==> config.mk <==
export PLATFORM = sky130hd
export DESIGN_NAME = door_lock_sequencer
export DESIGN_NICKNAME = d
export VERILOG_FILES = /design/src/rtl/door_lock_sequencer.sv
export SDC_FILE = /design/constraint.sdc
export NUM_CORES = 1
export LEC_CHECK = 0
export ABC_CLOCK_PERIOD_IN_PS = 1600
export BUFFER_PORTS_ARGS = -buffer_cell sky130_fd_sc_hd__buf_2
export CAP_MARGIN = 40
export CORE_ASPECT_RATIO = 2
export CORE_MARGIN = 2
export CORE_UTILIZATION = 51
export DETAILED_ROUTE_END_ITERATION = 12
export PLACE_DENSITY = 0.75
export SLEW_MARGIN = 20
export SYNTH_ARGS = -nofsm -noshare
export SYNTH_HDL_FRONTEND = slang
export SYNTH_SLANG_ARGS = --single-unit
==> constraint.sdc <==
create_clock -name clk -period 1.6 [get_ports clk]
set_input_delay 0.16 -clock clk [delete_from_list [all_inputs] [get_ports clk]]
set_output_delay 0.16 -clock clk [all_outputs]
set_load 0.02 [all_outputs]
==> src/rtl/door_lock_sequencer.sv <==
// Sequencer between keypad front-end and shared password checker: digit forwarding, check
// pulsing, failure counting, door/lockout/entry timers. DOOR_LOCK_ALARM_EN adds a lockout alarm.
module door_lock_sequencer #(
  parameter int unsigned DIGITS         = 4,
  parameter int unsigned OPEN_CYCLES    = 16,
  parameter int unsigned LOCKOUT_CYCLES = 32,
  parameter int unsigned MAX_FAILS      = 3,
  parameter int unsigned ENTRY_TIMEOUT  = 64
) (
  input  logic       clk,
  input  logic       rst,
  input  logic       key_valid,
  input  logic [3:0] key_code,
  input  logic       key_submit,
  input  logic       chk_unlocked,
  output logic [3:0] chk_key,
  output logic       chk_enter,
  output logic       chk_check,
  output logic       door_open,
  output logic       locked_out,
  output logic       bad_attempt,
  output logic [2:0] fail_count,
  output logic       busy
`ifdef DOOR_LOCK_ALARM_EN
  ,
  input  logic       alarm_ack,
  output logic       alarm
`endif
);

  typedef enum logic [2:0] {
    StIdle, StEntry, StCheck, StEval, StOpen, StFail, StLockout
  } state_e;

  localparam int unsigned CntW   = $clog2(DIGITS + 1);
  localparam int unsigned TMaxA  = (OPEN_CYCLES > LOCKOUT_CYCLES) ? OPEN_CYCLES : LOCKOUT_CYCLES;
  localparam int unsigned TMax   = (TMaxA > ENTRY_TIMEOUT) ? TMaxA : ENTRY_TIMEOUT;
  localparam int unsigned TimerW = $clog2(TMax + 1);

  localparam logic [CntW-1:0]   DigitsMax = CntW'(DIGITS);
  localparam logic [TimerW-1:0] OpenLast  = TimerW'(OPEN_CYCLES - 1);
  localparam logic [TimerW-1:0] LockLast  = TimerW'(LOCKOUT_CYCLES - 1);
  localparam logic [TimerW-1:0] EntryLast = TimerW'(ENTRY_TIMEOUT - 1);
  localparam logic [2:0]        MaxFails  = 3'(MAX_FAILS);

  state_e              state_q, state_d;
  logic [CntW-1:0]     cnt_q, cnt_d;
  logic [TimerW-1:0]   timer_q, timer_d;
  logic                abandon_q, abandon_d;
  logic [2:0]          fail_q, fail_d;
  logic [3:0]          chk_key_q, chk_key_d;
  logic                chk_enter_q, chk_enter_d;
  logic                chk_check_q, chk_check_d;
  logic                door_open_q, door_open_d;
  logic                locked_out_q, locked_out_d;
  logic                bad_attempt_q, bad_attempt_d;
  logic                busy_q, busy_d;

  always_comb begin
    state_d     = state_q;
    cnt_d       = cnt_q;
    timer_d     = timer_q;
    abandon_d   = abandon_q;
    fail_d      = fail_q;
    chk_key_d   = chk_key_q;
    chk_enter_d = 1'b0;

    unique case (state_q)
      StIdle: begin
        if (key_valid) begin
          chk_key_d   = key_code;
          chk_enter_d = 1'b1;
          cnt_d       = CntW'(1);
          timer_d     = '0;
          abandon_d   = 1'b0;
          state_d     = StEntry;
        end
      end
      StEntry: begin
        // Submit beats a simultaneous digit; that digit is dropped.
        if (key_submit) begin
          cnt_d   = '0;
          state_d = StCheck;
        end else if (key_valid) begin
          timer_d = '0;
          if (cnt_q < DigitsMax) begin
            chk_key_d   = key_code;
            chk_enter_d = 1'b1;
            cnt_d       = cnt_q + CntW'(1);
          end
        end else if (timer_q == EntryLast) begin
          cnt_d     = '0;
          abandon_d = 1'b1;
          state_d   = StCheck;
        end else begin
          timer_d = timer_q + TimerW'(1);
        end
      end
      StCheck: state_d = StEval;
      StEval: begin
        timer_d = '0;
        if (abandon_q) begin
          abandon_d = 1'b0;
          state_d   = StIdle;
        end else if (chk_unlocked) begin
          fail_d  = '0;
          state_d = StOpen;
        end else if (fail_q + 3'd1 >= MaxFails) begin
          fail_d  = MaxFails;
          state_d = StLockout;
        end else begin
          fail_d  = fail_q + 3'd1;
          state_d = StFail;
        end
      end
      StOpen: begin
        if (timer_q == OpenLast) begin
          timer_d = '0;
          state_d = StIdle;
        end else begin
          timer_d = timer_q + TimerW'(1);
        end
      end
      StFail: state_d = StIdle;
      StLockout: begin
        if (timer_q == LockLast) begin
          timer_d = '0;
          fail_d  = '0;
          state_d = StIdle;
        end else begin
          timer_d = timer_q + TimerW'(1);
        end
      end
      default: state_d = StIdle;
    endcase

    // Outputs are registered copies of the next state so each lines up with its state.
    chk_check_d   = (state_d == StCheck);
    door_open_d   = (state_d == StOpen);
    locked_out_d  = (state_d == StLockout);
    bad_attempt_d = (state_d == StFail) || ((state_d == StLockout) && (state_q != StLockout));
    busy_d        = (state_d != StIdle);
  end

  always_ff @(posedge clk or posedge rst) begin
    if (rst) begin
      state_q       <= StIdle;
      cnt_q         <= '0;
      timer_q       <= '0;
      abandon_q     <= 1'b0;
      fail_q        <= '0;
      chk_key_q     <= '0;
      chk_enter_q   <= 1'b0;
      chk_check_q   <= 1'b0;
      door_open_q   <= 1'b0;
      locked_out_q  <= 1'b0;
      bad_attempt_q <= 1'b0;
      busy_q        <= 1'b0;
    end else begin
      state_q       <= state_d;
      cnt_q         <= cnt_d;
      timer_q       <= timer_d;
      abandon_q     <= abandon_d;
      fail_q        <= fail_d;
      chk_key_q     <= chk_key_d;
      chk_enter_q   <= chk_enter_d;
      chk_check_q   <= chk_check_d;
      door_open_q   <= door_open_d;
      locked_out_q  <= locked_out_d;
      bad_attempt_q <= bad_attempt_d;
      busy_q        <= busy_d;
    end
  end

`ifdef DOOR_LOCK_ALARM_EN
  logic alarm_q, alarm_d;

  // Setting on lockout entry wins; acknowledge is honoured only outside lockout.
  always_comb begin
    alarm_d = alarm_q;
    if ((state_d == StLockout) && (state_q != StLockout)) begin
      alarm_d = 1'b1;
    end else if (alarm_ack && (state_q != StLockout)) begin
      alarm_d = 1'b0;
    end
  end

  always_ff @(posedge clk or posedge rst) begin
    if (rst) begin
      alarm_q <= 1'b0;
    end else begin
      alarm_q <= alarm_d;
    end
  end

  assign alarm = alarm_q;
`endif

  assign chk_key     = chk_key_q;
  assign chk_enter   = chk_enter_q;
  assign chk_check   = chk_check_q;
  assign door_open   = door_open_q;
  assign locked_out  = locked_out_q;
  assign bad_attempt = bad_attempt_q;
  assign fail_count  = fail_q;
  assign busy        = busy_q;

endmodule

### Yosys cells after proc, flatten, opt, wreduce, memory -nomap -nowiden

Cells that the tools add are included.

* word-level logic and storage cells: 97
* bits of input ports: 9
* output and inout bits: 13
* register bits after elaboration: 27

* muxes and demuxes: 43
* order comparisons: 2
* $add $sub $neg: 3
* equal/unequal tests: 24
* reductions and logical operators: 13

Operators with widths (number)
* $mux W3: 16
* $mux W7: 6
* $pmux W7 S5: 1
* $pmux W3 S6: 1
* $mux W4: 4
* $ne A2 B2 Y1 const B: 8
* $eq A3 B3 Y1 const B: 5
* $pmux W3 S2: 2
* $reduce_and A5 Y1: 2
* $eq A3 B2 Y1 const B: 3
* $mux W1: 8
* $ne A4 B4 Y1 const B: 2
* $pmux W4 S2: 1
* $reduce_and A4 Y1: 2
* $add A7 B1 Y7 const B: 1
* $eq A7 B4 Y1 const B: 1
* $eq A7 B5 Y1 const B: 1
* $eq A7 B6 Y1 const B: 1
* $add A3 B1 Y3 const B: 2
* $ne A3 B3 Y1 const B: 2
* $reduce_bool A3 Y1: 2
* $reduce_bool A5 Y1: 1
* $mux W2: 2
* $reduce_bool A2 Y1: 2
* 9 further kinds: 9

### Longest topological paths before layout

* depth in word-level cells: 9
* gate-level depth with buffers: 6
* mapped depth without buffers: 6

### Worst setup path after synthesis

Ideal clock, no wire load.

* path type: register -> register
* start: register fail_q[0] (netlist: fail_count[0])
* end: register door_open_q (netlist: door_open)
* data required time: 1470 ps
* slack: -43 ps
* buffers on the path: 0
* data arrival time: 1513 ps
* period minus slack after synthesis: 1643 ps
* library setup time: 130 ps
* stages on the path, launching flop included: 6
* cells stage by stage: dfrtp_1 ha_1 xor2_1 or3_1 o221ai_1 nor3b_1

* word-level cells in the longest chain between the ends: 7

RTL lines
* start, declared: RTL line 50 `logic [2:0] fail_q, fail_d;`
* start signal, assigned: RTL line 164 `fail_q <= fail_d;`
* $add A3 B1 Y3: RTL line 108 `end else if (fail_q + 3'd1 >= MaxFails) begin`
* $ge A3 B2 Y1: RTL line 108
* $mux W2: RTL line 108
* $mux W2: RTL line 105 `end else if (chk_unlocked) begin`
* $mux W3: RTL line 102 `if (abandon_q) begin`
* $pmux W3 S6: RTL line 68 `unique case (state_q)`
* net state_d[0]: RTL line 46 `state_e state_q, state_d;`
* $eq A3 B3 Y1: RTL line 139 `door_open_d = (state_d == StOpen);`
* net door_open_d: RTL line 54 `logic door_open_q, door_open_d;`
* end signal, assigned: RTL line 168 `door_open_q <= door_open_d;`
* end, declared: RTL line 54

The timed path passes the listed nets, and every way through them passes these cells.
A chain may end at the register's enable or synchronous reset.

### Final worst setup path

* start: register timer_q[0]
* end: register fail_q[1] (netlist: fail_count[1])

* word-level cells in the longest chain between the ends: 3

RTL lines
* start, declared: RTL line 48 `logic [TimerW-1:0] timer_q, timer_d;`
* start signal, assigned: RTL line 162 `timer_q <= timer_d;`
* $eq A7 B5 Y1: RTL line 126 `if (timer_q == LockLast) begin`
* $ne A2 B2 Y1 (no source line)
* $reduce_and A3 Y1 (no source line)

Every way passes these cells.

==> qor_table.md <==
| Parameter | Reported |
| --- | --- |
| Status | finished, violations left |
| Violated checks | setup timing |
| RSZ-0062 raised after global routing | yes |
| Data arrival, critical path | 1820 ps |
| DRC Markers | 0 |
| Top-count cell post-synth | dfrtp_1 |
| Cell types with the largest area share after synthesis | dfrtp_1 (43%), mux2_2 (5.0%), ha_1 (3.2%) |
| Predominant post-synthesis flop cell | dfrtp_1 |
| Net count, final | 240 |
| Post-synthesis register bit count | 27 |
| Clock skew after layout | 2.38 ps |
| Warnings, synthesis | 0 |
| Worst hold-check slack | 106 ps |
| Number of H-tree levels | 1 |
| CTS tree | yes |
| Type of the setup path with the least slack | reg2reg |
| Routed WL per cell | 19.6 um |
| Critical Path Start Type | flip-flop |
| Transition time of the tightest slew-check pin | 417 ps |
| Vert. Die Dim | 82.7 um |
| Final design instance area without fill | 2380 sq um |
| Core footprint | 2940 sq um |
| Area added between synthesis and finish | 50.5% |
| Final min period | 1650 ps |
| Mean instance size in the synthesized netlist | 9.82 sq um |
| Via count of the first global-routing pass | 1,655 |
| Switching power | 0.00165 W |
| Final hold violation count | 0 |
| Number of synthesized flops with an enable pin | 0 |
| Required time of the worst setup path | 1770 ps |
| Combinational share of power | 62.7% |
| Post-route total power | 0.00394 W |
| Bufs on Longest Clock Path | 2 |
| Sequential share of the synthesized area | 42.8% |
| Setup WS pre-CTS | -215 ps |
| Share of cells above drive strength 1 | 55.3% |
| Die W | 43.4 um |
| Die footprint | 3590 sq um |
| Maximum clock frequency | 605 MHz |
| Sequential power share | 26.8% |
| Length of the first detailed-routing pass in iterations | 4 |
| Worst Path Max Fanout | 4 |
| Syn nets | 174 |
| Switching share of total power | 42.0% |
| Latest clock arrival within the worst-skew pair | 280 ps |
| Placer congestion estimate | 0.963 |
| Post-DR vias/cell | 6.18 |
| Global router's overall resource usage | 27.6% |
| Total CTS buffers | 3 |
| Global-route wire length before repair | 7360 um |
| Count of antenna-violating nets left after detailed routing | 0 |
| Dpl hpwl | 3310 um |
| Pins Over Slew Limit | 0 |
| Leakage component of the power | 1.08 nW |
| Hold crit path type | in2reg |
| Initial antenna violation count | 0 |
| Master cell of the clock root buffer | clkbuf_8 |
| Synth Instances | 161 |
| Highest ir drop seen on vdd | 1.24 mV |
| Top cells by instance count after synthesis | dfrtp_1 (27), inv_1 (11), nor2_1 (8), o21ai_0 (8) |
| PD cells | 1650 nW/um^2 |
| Placed Area | 1930 sq um |
| Top Ports | 22 |
| Cell type with the highest aggregate area in the netlist | dfrtp_1 |
| Internal power | 0.00228 W |
| Clock edge transition at the registers on the reported setup and hold paths | 100 ps |
| Max cap viols | 0 |
| Setup violators final | 10 |
| CP Capture Type | flip-flop |
| Sinks on the clock net | 27 |
| Final worst path period share | 103% |
| Syn Std Cell Area | 1580 sq um |
| Placement Rows | 28 |
| Slew HR | 72.1% |
| Number of buffers inserted by port buffering | 21 |
| Vias | 1,581 |
| Cell variety after synth | 49 |
| PnR worst setup slack | -54.0 ps |
| Starting Density | 53.7% |
| Share of flip-flops with an asynchronous set or reset | 100% |
| Aggregate routed wire length | 5020 um |
| Remaining global-route overflow | 0 |
| Fraction of synthesized cell area taken by the top area cell type | 42.8% |
| Iteration-0 DRC count of the detailed router | 33 |
| Pin count of the biggest net entering global routing | 28 |
| Clock network power share | 10.5% |
| Final antenna diode count | 0 |
| Share of the core filled with cells in the final layout | 80.8% |
## power by group through the flow
stage          clock [W]  combinational (W)  sequential [W]
6_report        0.000413            0.00247         0.00105
5_1_grt         0.000429            0.00263         0.00107
4_1_cts         0.000409            0.00193         0.00103
3_5_place_dp           0            0.00169         0.00105
3_3_place_gp           0            0.00162         0.00104
2_1_floorplan          0           0.000960         0.00115
## per-layer routing
metal | GRT usage (%) | wire length, um
met1 | 27.7 | 1850
met2 | 51.3 | 2720
met5 | 0 | 0
met3 | 2.39 | 145
met4 | 19.7 | 301
## placed cells by master, fill, tap and decap left out, types with 5 or more instances in the layout
cell type   n
buf_4      43
dfrtp_1    22
buf_2      21
inv_1      10
nor2_1      6
o211ai_1    6
nand2_1     5
o21ai_1     5
dfrtp_2     5
## registers in the layout (all words and copies together) (netlist names), 3 cells and up
| name | count |
|---|---|
| timer_q | 7 |
| chk_key | 4 |
| cnt_q | 3 |
| fail_count | 3 |
| state_q | 3 |
## what timing repair did
action                                  in CTS  in global routing
endpoints found under the hold margin       27                  0
buffers inserted                             8                  6
endpoints found under the setup margin      20                 20
gates resized for setup                     24                 44
pin swaps                                   12                 15
hold buffers                                 1                  0
## worst paths after layout
path	from	endpoint	slack, ps	cells after the start
worst min register to register	chk_key[0]	chk_key[0]	520	1
worst max-delay path	timer_q[0]	fail_count[1]	-50	6
worst min-delay path	key_code[3]	chk_key[3]	110	2
max in group asynchronous	rst	timer_q[4]	830	4
worst max register to register	timer_q[0]	fail_count[1]	-50	6
min in group asynchronous	rst	fail_count[2]	490	4
## metrics by stage
| stage | TNS (ps) | std cells |
|---|---|---|
| floorplan | -13.3 | 161 |
| global placement | -744 | 237 |
| detailed placement | -1360 | 237 |
| CTS | -140 | 250 |
| global route | -1370 | 256 |
| finish | -307 | 256 |
## worst max-delay path, stage by stage, from the launching register on
cell and delay [ps]:
dfrtp_1 370, ha_2 210, nand3b_1 90, buf_6 160, nor4_2 250, o21ai_2 140
mux2_1 330
## cell type report
class | count | area [sq um]
fillers | 161 | 564
flip-flops and latches | 27 | 682
well taps | 30 | 37.5
repair buffers | 69 | 483
clock buffers | 3 | 41.3
multi-input cells | 115 | 1090
inverters | 11 | 41.3
clock inverters | 1 | 5.00
## logic make-up after synthesis
family | Yosys count | synth area share, %
multiplexers | 9 | 6.33
buffers and inverters | 19 | 5.30
AO/OA/AOI/OAI | 49 | 22.1
flip-flops | 27 | 42.8
adder cells (fa/ha/maj) | 4 | 3.17
XOR/XNOR | 2 | 1.11
AND/OR/NAND/NOR | 51 | 19.2
Note: power is estimated with default switching activity, not from simulation.
